`src/rtl/hsi_frame_ctrl.sv`:
```
// hsi_frame_ctrl: frame-level sequencer between rgb2hsi and the VGA outputs.
// Enables the image generator, aligns start/stop to frame boundaries,
// counts frames, checks frame geometry and muxes one HSI channel to VGA.
//
// Ports:
//   clk        pixel clock
//   rst_n      asynchronous active-low reset
//   start      single-cycle request to begin streaming (IDLE only)
//   stop       single-cycle request to end streaming after current frame
//   chan_sel   0=H, 1=S, 2/3=I; latched on frame start
//   HSI_hsync  line sync from rgb2hsi, active high
//   HSI_vsync  frame sync from rgb2hsi, active high
//   HSI_de     data enable from rgb2hsi
//   H_data     hue
//   S_data     saturation
//   I_data     intensity
//   gen_en     enable back to the image generator
//   VGA_hsync  hsync delayed one cycle
//   VGA_vsync  vsync delayed one cycle
//   VGA_de     data enable delayed one cycle, gated to RUN/DRAIN
//   VGA_data   selected channel while VGA_de, else 0
//   busy       state is not IDLE
//   frame_cnt  completed frames since the last start
//   geo_err    sticky geometry-mismatch flag

module hsi_frame_ctrl #(
    parameter int H_DISP = 640,
    parameter int V_DISP = 480,
    parameter int FRAMES = 0
) (
    input  logic        clk,
    input  logic        rst_n,
    input  logic        start,
    input  logic        stop,
    input  logic [1:0]  chan_sel,
    input  logic        HSI_hsync,
    input  logic        HSI_vsync,
    input  logic        HSI_de,
    input  logic [7:0]  H_data,
    input  logic [7:0]  S_data,
    input  logic [7:0]  I_data,
    output logic        gen_en,
    output logic        VGA_hsync,
    output logic        VGA_vsync,
    output logic        VGA_de,
    output logic [7:0]  VGA_data,
    output logic        busy,
    output logic [15:0] frame_cnt,
    output logic        geo_err
);

    typedef enum logic [1:0] {
        S_IDLE  = 2'd0,
        S_ARM   = 2'd1,
        S_RUN   = 2'd2,
        S_DRAIN = 2'd3
    } state_t;

    localparam logic [11:0] LP_H      = 12'(H_DISP);
    localparam logic [11:0] LP_V      = 12'(V_DISP);
    localparam logic [15:0] LP_FRAMES = 16'(FRAMES);
    localparam bit          LP_LIMIT  = (FRAMES != 0);
    localparam logic [11:0] LP_SAT    = 12'hFFF;

    state_t      r_state;
    state_t      w_next;

    logic        r_vs_d1;
    logic        r_hs_d1;
    logic        r_de_d1;
    logic        r_gen_en;
    logic        r_busy;
    logic        r_stop_pend;
    logic        r_geo_err;
    logic [1:0]  r_chan_q;
    logic [15:0] r_frame_cnt;
    logic [11:0] r_pix_cnt;
    logic [11:0] r_line_cnt;
    logic        r_vga_de;
    logic [7:0]  r_vga_data;

    logic        w_vs_rise;
    logic        w_de_fall;
    logic        w_start_go;
    logic        w_arm_go;
    logic        w_run_close;
    logic        w_cnt_en;
    logic        w_stream;
    logic        w_gate;
    logic        w_last;
    logic        w_pix_bad;
    logic        w_line_bad;
    logic [15:0] w_cnt_inc;
    logic [7:0]  w_sel;

    assign w_vs_rise   = HSI_vsync & ~r_vs_d1;
    assign w_de_fall   = r_de_d1 & ~HSI_de;
    assign w_start_go  = (r_state == S_IDLE) & start;
    // stop takes precedence over a frame start while still armed
    assign w_arm_go    = (r_state == S_ARM) & w_vs_rise & ~stop;
    assign w_run_close = (r_state == S_RUN) & w_vs_rise;
    assign w_cnt_en    = (r_state != S_IDLE);
    assign w_stream    = (r_state == S_RUN) | (r_state == S_DRAIN);
    assign w_gate      = HSI_de & w_stream;
    assign w_cnt_inc   = r_frame_cnt + 16'd1;
    assign w_last      = LP_LIMIT & (w_cnt_inc == LP_FRAMES);
    assign w_pix_bad   = w_de_fall & w_stream & (r_pix_cnt != LP_H);
    assign w_line_bad  = w_run_close & (r_line_cnt != LP_V);

    always_comb begin
        w_next = r_state;
        unique case (r_state)
            S_IDLE: begin
                if (start) w_next = S_ARM;
            end
            S_ARM: begin
                if (stop)           w_next = S_IDLE;
                else if (w_vs_rise) w_next = S_RUN;
            end
            S_RUN: begin
                // a stop coinciding with the closing edge still drains
                if (w_vs_rise && (r_stop_pend || stop || w_last))
                    w_next = S_DRAIN;
            end
            S_DRAIN: begin
                if (w_vs_rise) w_next = S_IDLE;
            end
            default: w_next = S_IDLE;
        endcase
    end

    always_comb begin
        w_sel = I_data;
        case (r_chan_q)
            2'd0:    w_sel = H_data;
            2'd1:    w_sel = S_data;
            default: w_sel = I_data;
        endcase
    end

    always_ff @(posedge clk or negedge rst_n) begin
        if (!rst_n) begin
            r_state  <= S_IDLE;
            r_busy   <= 1'b0;
            r_gen_en <= 1'b0;
        end else begin
            r_state  <= w_next;
            r_busy   <= (w_next != S_IDLE);
            r_gen_en <= (w_next == S_ARM) | (w_next == S_RUN);
        end
    end

    always_ff @(posedge clk or negedge rst_n) begin
        if (!rst_n) begin
            r_frame_cnt <= 16'd0;
            r_stop_pend <= 1'b0;
            r_chan_q    <= 2'd0;
            r_geo_err   <= 1'b0;
        end else begin
            if (w_start_go)
                r_frame_cnt <= 16'd0;
            else if (w_run_close)
                r_frame_cnt <= w_cnt_inc;

            if (w_next == S_IDLE)
                r_stop_pend <= 1'b0;
            else if ((r_state == S_RUN) && stop)
                r_stop_pend <= 1'b1;

            if (w_arm_go || w_run_close)
                r_chan_q <= chan_sel;

            if (w_start_go)
                r_geo_err <= 1'b0;
            else if (w_pix_bad || w_line_bad)
                r_geo_err <= 1'b1;
        end
    end

    always_ff @(posedge clk or negedge rst_n) begin
        if (!rst_n) begin
            r_pix_cnt  <= 12'd0;
            r_line_cnt <= 12'd0;
        end else begin
            if (!w_cnt_en || w_vs_rise || w_de_fall)
                r_pix_cnt <= 12'd0;
            else if (HSI_de && (r_pix_cnt != LP_SAT))
                r_pix_cnt <= r_pix_cnt + 12'd1;

            if (!w_cnt_en || w_vs_rise)
                r_line_cnt <= 12'd0;
            else if (w_de_fall && (r_line_cnt != LP_SAT))
                r_line_cnt <= r_line_cnt + 12'd1;
        end
    end

    always_ff @(posedge clk or negedge rst_n) begin
        if (!rst_n) begin
            r_vs_d1    <= 1'b0;
            r_hs_d1    <= 1'b0;
            r_de_d1    <= 1'b0;
            r_vga_de   <= 1'b0;
            r_vga_data <= 8'h00;
        end else begin
            r_vs_d1    <= HSI_vsync;
            r_hs_d1    <= HSI_hsync;
            r_de_d1    <= HSI_de;
            r_vga_de   <= w_gate;
            r_vga_data <= w_gate ? w_sel : 8'h00;
        end
    end

    assign gen_en    = r_gen_en;
    assign busy      = r_busy;
    assign frame_cnt = r_frame_cnt;
    assign geo_err   = r_geo_err;
    assign VGA_hsync = r_hs_d1;
    assign VGA_vsync = r_vs_d1;
    assign VGA_de    = r_vga_de;
    assign VGA_data  = r_vga_data;

endmodule

```
`config.mk`:
```
export PLATFORM = sky130hd
export DESIGN_NAME = hsi_frame_ctrl
export DESIGN_NICKNAME = d
export VERILOG_FILES = /design/src/rtl/hsi_frame_ctrl.sv
export SDC_FILE = /design/constraint.sdc
export NUM_CORES = 1
export LEC_CHECK = 0
export CORE_UTILIZATION = 33
export DETAILED_ROUTE_END_ITERATION = 7
export GPL_TIMING_DRIVEN = 0
export SLEW_MARGIN = 20
export SYNTH_ARGS = -nofsm -noshare
export SYNTH_HDL_FRONTEND = slang
export SYNTH_SLANG_ARGS = --single-unit
```
`constraint.sdc`:
```
create_clock -name clk -period 2.03 [get_ports clk]
set_input_delay 0.3045 -clock clk [delete_from_list [all_inputs] [get_ports clk]]
set_output_delay 0.3045 -clock clk [all_outputs]
set_load 0.005 [all_outputs]
```
==> results of run 1 <==
[where the power goes]
group          switching [W]  internal (W)  leakage [nW]
sequential         0.0000790       0.00133         0.812
clock               0.000477      0.000630         0.102
combinational       0.000558      0.000465         0.793
[through the flow]
step | instances | cell area, µm² | total power (W)
2_1_floorplan | 327 | 3080 | 0.00203
3_3_place_gp | 497 | 3840 | 0.00242
3_5_place_dp | 498 | 3850 | 0.00245
4_1_cts | 515 | 4070 | 0.00358
5_1_grt | 515 | 4110 | 0.00378
6_report | 515 | 4110 | 0.00354
[cell families (layout without fill, tap and decap cells)]
family	after synthesis	after routing	synth area share (%)
compound gates	75	75	14.7
xor+xnor	9	9	2.56
fa+ha+maj	6	6	2.44
buf+inv	22	102	2.84
flops	60	60	48.7
mux	13	13	4.30
simple gates	142	142	24.5
[registers in the layout (all words and copies together) (netlist names), 2 cells and up]
signal      count
frame_cnt      16
r_line_cnt     12
r_pix_cnt      12
VGA_data        8
r_chan_q        2
r_state         2
[cell usage in the layout (no fill, tap or decap), types with 2 or more instances in the layout]
cell type,n
clkdlybuf4s50_1,61
dfrtp_1,60
nor2_1,35
a21oi_1,30
nand2_1,27
o21ai_0,18
nor3_1,11
mux2i_1,11
nand4_1,11
clkbuf_8,11
inv_1,10
nand3_1,10
or3_1,10
xnor2_1,7
clkbuf_1,6
ha_1,6
o31ai_1,5
or4_1,5
buf_2,4
nor2b_1,4
nand2b_1,4
nor4_1,4
o211ai_1,4
and4_1,3
a31oi_1,3
a21o_1,2
o41ai_1,2
clkbuf_2,2
o211a_1,2
and2_1,2
nor4_4,2
o311ai_0,2
mux2_2,2
xor2_1,2
clkinv_2,2
[routing by layer]
layer	share of wire [%]	routed length, µm	track usage [%]	up-vias
met3	4.0	294	5.04	7
met4	1.1	78	5.51	0
met2	48	3500	27.0	48
met1	47	3430	21.0	1344
met5	0	0	0	-
li1	-	-	-	1348
[worst max-delay path by stage]
stage          slack, ns            end     startpoint  cells past startpoint
2_1_floorplan       0.23  frame_cnt[14]      VGA_vsync                      5
3_3_place_gp       -1.35  r_line_cnt[9]          rst_n                      1
3_5_place_dp       -0.32   r_pix_cnt[5]         HSI_de                      6
4_1_cts             0.04  r_line_cnt[0]  r_line_cnt[0]                      6
5_1_grt            -0.02  frame_cnt[12]      VGA_vsync                      5
6_report            0.08  frame_cnt[12]      VGA_vsync                      5
[final cells by class]
class	instances	area, µm²	share of cell area (%)
multi-input combinational	245	1530	37.3
sequential	60	1500	36.5
timing repair buffer	64	648	15.8
clock buffer	12	155	3.77
tap	108	135	3.29
buffer	12	52.6	1.28
clock inverter	4	47.5	1.16
inverter	10	37.5	0.913
[repair_timing]
action                     CTS  global route
setup endpoints to repair    0            15
gates resized for setup      0            11
hold buffers                 1             0
hold endpoints to repair    30             0
==> results.toml, run 1 <==
[place]
place.port_buffers = 62
place_ws_ns = -0.323
placer_congestion_estimate = 0.782
detailed_place_hpwl_mm = 5.10

[critical_path]
ff2ff_setup_slack_ns = 0.08
worstRegToRegCells = 5
crit-reg2reg-capture = "frame_cnt[12]"
slowest_stage = "or4_4"
crit_fanout = 9
worst-setup-path-type = "reg -> reg"
slowest_stage_delay_on_critical_path_ns = 0.58
cp.arrival_ns = 2.21
timing.critical_path.cells = "nand4bb_1 > buf_2 > or4_4 > or3_1 > a21oi_1"
worstSetupStartpointType = "flop"
source_of_the_worst_register_to_register_timing_path = "VGA_vsync"
worstPathBufferInverterCount = 1
cpLargestDelayFamily = "simple AND/OR/NAND/NOR gates"
critical_path.endpoint_type = "flop"
timing.critical_path.required_ns = 2.30

[clock_network]
cts.path.max_buffers = 2
library_cell_used_as_clock_root_buffer = "clkbuf_8"
cts-htree-levels = 3
cts_inserted_buffers = 9
postCtsSetupRepairBufs = 0
clkSinkCount = 60
cts_tree = "yes"
clock_insertion_delay_worst_skew_ns = 0.34
clk_pin_slew_ns = 0.07

[synthesis]
number_of_synthesized_flops_with_an_enable_pin = 0
cells_after_synth = 327
synth_top_area_share_pct = 48.7
synthFlopType = "dfrtp_1"
synthDominantAreaCellType = "dfrtp_1"
syn_area_um2 = 3080
yosys-top-cells-area = "dfrtp_1 (49%), a21oi_1 (4.9%), nor2_1 (4.4%)"
most_common_cell_in_the_synthesized_netlist = "dfrtp_1"
yosys_warnings = 0
syn_area_per_cell_um2 = 9.42
synth-seq-cells = 60
count_of_different_cell_masters_after_synthesis = 49
synth_common_cells = "dfrtp_1 (60), nor2_1 (36), a21oi_1 (30)"
mappedNetlistNets = 366
ys_async_sr_fraction_pct = 100
ys_seq_area_share_pct = 48.7

[sta]
final-max-slew-violation-count = 0
maxSlewHeadroom_pct = 49.8
fin_crit_sh_pct = 95.9
setup_slack_ns = 0.0838
setup-tns-final_ns = 0
setup_repair_after_global_routing_missed_its_margin = "true"
maxClockFrequency_ghz = 0.514
fin_hold_ws_ns = 0.409
worst-slew-pin-transition_ns = 0.748
final.setup_skew_ns = 0.00853
finalHoldViolCount = 0
finalSetupViolCount = 0
time_the_worst_path_needs_with_i_o_delays_and_setup_ns = 1.95

[grt]
remaining_global_route_overflow = 0
antenna_found_initial = 0
pin_count_of_the_biggest_net_entering_global_routing = 32
global_route_wire_length_before_repair_mm = 12.7
via_count_of_the_first_global_routing_pass = 2651
groute.usage.overall_pct = 16.5

[detailed_routing]
drt-total-wl_mm = 7.30
firstDrtPassIters = 4
drt-wirelength-per-cell_um = 14.2
drc_errors = 0
viasPerCell = 5.33
drt_first_iter_violations = 73
num_vias = 2747
drt.antenna.violating_nets = 0

[final_layout]
syn2layout_area_growth_pct = 33.4
n_fill_cell = 868
antenna_cells_inserted = 0
post_route_cells_drive_above_1_share_pct = 9.34
post_layout_nets = 441
post-route-util_pct = 46.2

[pwr]
power.leakage_nw = 1.71
irDropWorstVdd_v = 0.000398
power_density_nw_per_um2 = 862

[min_path]
hold_class = "in -> reg"
hold_path_startpoint = "HSI_hsync"
min_delay_worst_endpoint = "VGA_hsync"
count_of_cells_along_the_worst_hold_path = 1

[status]
status = "complete, no violations"

[die]
initial_core_util_pct = 34.7
floorplan.rows = 34
design.portCount = 63
placeableCoreArea_um2 = 8890
dieWidth_um = 98.6
y_dimension_of_the_die_um = 98.6
design.die.area_um2 = 9730

[flow_run]
max-cap-violations = 0
(Power assumes the default switching activity.)
==> inputs of run 2 (changes only) <==
RECOVER_POWER = 25   (was unset)
SKIP_CTS_REPAIR_TIMING = 1   (was unset)
==> results.toml, run 2 (synthesized netlist as in run 1, its figures left out) <==
[status]
status = "complete, no violations"

[die]
dieWidth_um = 98.6
initial_core_util_pct = 34.7
y_dimension_of_the_die_um = 98.6
floorplan.rows = 34
design.portCount = 63
placeableCoreArea_um2 = 8890
design.die.area_um2 = 9730

[critical_path]
worstRegToRegCells = 5
crit-reg2reg-capture = "frame_cnt[12]"
source_of_the_worst_register_to_register_timing_path = "VGA_vsync"
cp.arrival_ns = 2.21
ff2ff_setup_slack_ns = 0.08
critical_path.endpoint_type = "flop"
worst-setup-path-type = "reg -> reg"
crit_fanout = 9
timing.critical_path.required_ns = 2.30
worstSetupStartpointType = "flop"

[detailed_routing]
drt-total-wl_mm = 7.26
viasPerCell = 5.30
drt_first_iter_violations = 63
firstDrtPassIters = 4
drc_errors = 0
drt.antenna.violating_nets = 0
drt-wirelength-per-cell_um = 14.1
num_vias = 2732

[grt]
groute.usage.overall_pct = 16.5
remaining_global_route_overflow = 0
via_count_of_the_first_global_routing_pass = 2647
global_route_wire_length_before_repair_mm = 12.7
antenna_found_initial = 0
pin_count_of_the_biggest_net_entering_global_routing = 32

[final_layout]
final-instance-count-excl-fill = 515
n_fill_cell = 868
antenna_cells_inserted = 0
post_layout_nets = 441
largest_register_ffs = 16
final-seq-area_um2 = 1500
post-route-util_pct = 46.2
post_route_cells_drive_above_1_share_pct = 9.34
leading_cell_types_in_the_layout_fill_and_taps_excluded = "dfrtp_1 (60), clkdlybuf4s50_1 (60), nor2_1 (35)"
syn2layout_area_growth_pct = 33.4
multi_input_area_um2 = 1530

[sta]
final-max-slew-violation-count = 0
setup_repair_after_global_routing_missed_its_margin = "true"
setup_slack_ns = 0.0835
fin_hold_ws_ns = 0.422
time_the_worst_path_needs_with_i_o_delays_and_setup_ns = 1.95
final.setup_skew_ns = 0.00793
worst-slew-pin-transition_ns = 0.747
maxClockFrequency_ghz = 0.514
maxSlewHeadroom_pct = 49.9
finalSetupViolCount = 0
fin_crit_sh_pct = 95.9
finalHoldViolCount = 0

[place]
numPlacedInstances = 498
place.port_buffers = 62
placer_congestion_estimate = 0.782
place_ws_ns = -0.323
detailed_place_hpwl_mm = 5.10

[min_path]
hold_class = "in -> reg"
count_of_cells_along_the_worst_hold_path = 1
min_delay_worst_endpoint = "r_de_d1"
hold_path_startpoint = "HSI_de"

[clock_network]
clock_insertion_delay_worst_skew_ns = 0.34
clk_pin_slew_ns = 0.07
cts_tree = "yes"
library_cell_used_as_clock_root_buffer = "clkbuf_8"
cts.path.max_buffers = 2
cts-htree-levels = 3
clkSinkCount = 60
cts_inserted_buffers = 9

[pwr]
power.leakage_nw = 1.71
power_density_nw_per_um2 = 861
p_total_w = 0.00354
irDropWorstVdd_v = 0.000398

[flow_run]
max-cap-violations = 0
==> run 2: area by class of cell <==
| type | count | area share [%] |
|---|---|---|
| sequential | 60 | 36.5 |
| tap | 108 | 3.29 |
| clock buffer | 12 | 3.77 |
| clock inverter | 4 | 1.16 |
| timing repair buffer | 64 | 15.8 |
| multi-input combinational | 245 | 37.3 |
| inverter | 10 | 0.913 |
| buffer | 12 | 1.28 |
==> run 2: worst max-delay path by stage <==
stage                        startpoint       endpoint  slack (ns)  depth (start not counted)
after floorplan               VGA_vsync  frame_cnt[14]        0.23                          5
after global placement            rst_n  r_line_cnt[9]       -1.35                          1
after detailed placement         HSI_de   r_pix_cnt[5]       -0.32                          6
after CTS                 r_line_cnt[0]  r_line_cnt[0]        0.04                          6
after global routing          VGA_vsync  frame_cnt[12]       -0.02                          5
final                         VGA_vsync  frame_cnt[12]        0.08                          5
==> run 2: per-stage QoR <==
step | TNS [ns] | cell area, µm²
6_report | 0 | 4110
5_1_grt | -0.0443 | 4110
4_1_cts | 0 | 4060
3_5_place_dp | -4.00 | 3850
3_3_place_gp | -84.06 | 3840
2_1_floorplan | 0 | 3080
==> run 2: critical path, cell delays in order (launching register included) <==
cell       delay, ns
dfrtp_1         0.43
nand4bb_1       0.20
buf_2           0.19
or4_4           0.58
or3_1           0.32
a21oi_1         0.15
==> run 2: metal layers <==
| layer | up-vias | share of wire, % | GRT usage [%] |
|---|---|---|---|
| met1 | 1323 | 47 | 21.0 |
| li1 | 1348 | - | - |
| met5 | - | 0 | 0 |
| met2 | 54 | 48 | 27.0 |
| met3 | 7 | 4.3 | 5.04 |
| met4 | 0 | 1.1 | 5.51 |
==> run 2: power by group <==
group / total [W] / leakage (nW) / internal, W / switching [W]
Combinational: 0.00102 / 0.793 / 0.000464 / 0.000556
Clock: 0.00111 / 0.102 / 0.000630 / 0.000475
Sequential: 0.00141 / 0.812 / 0.00133 / 0.0000789
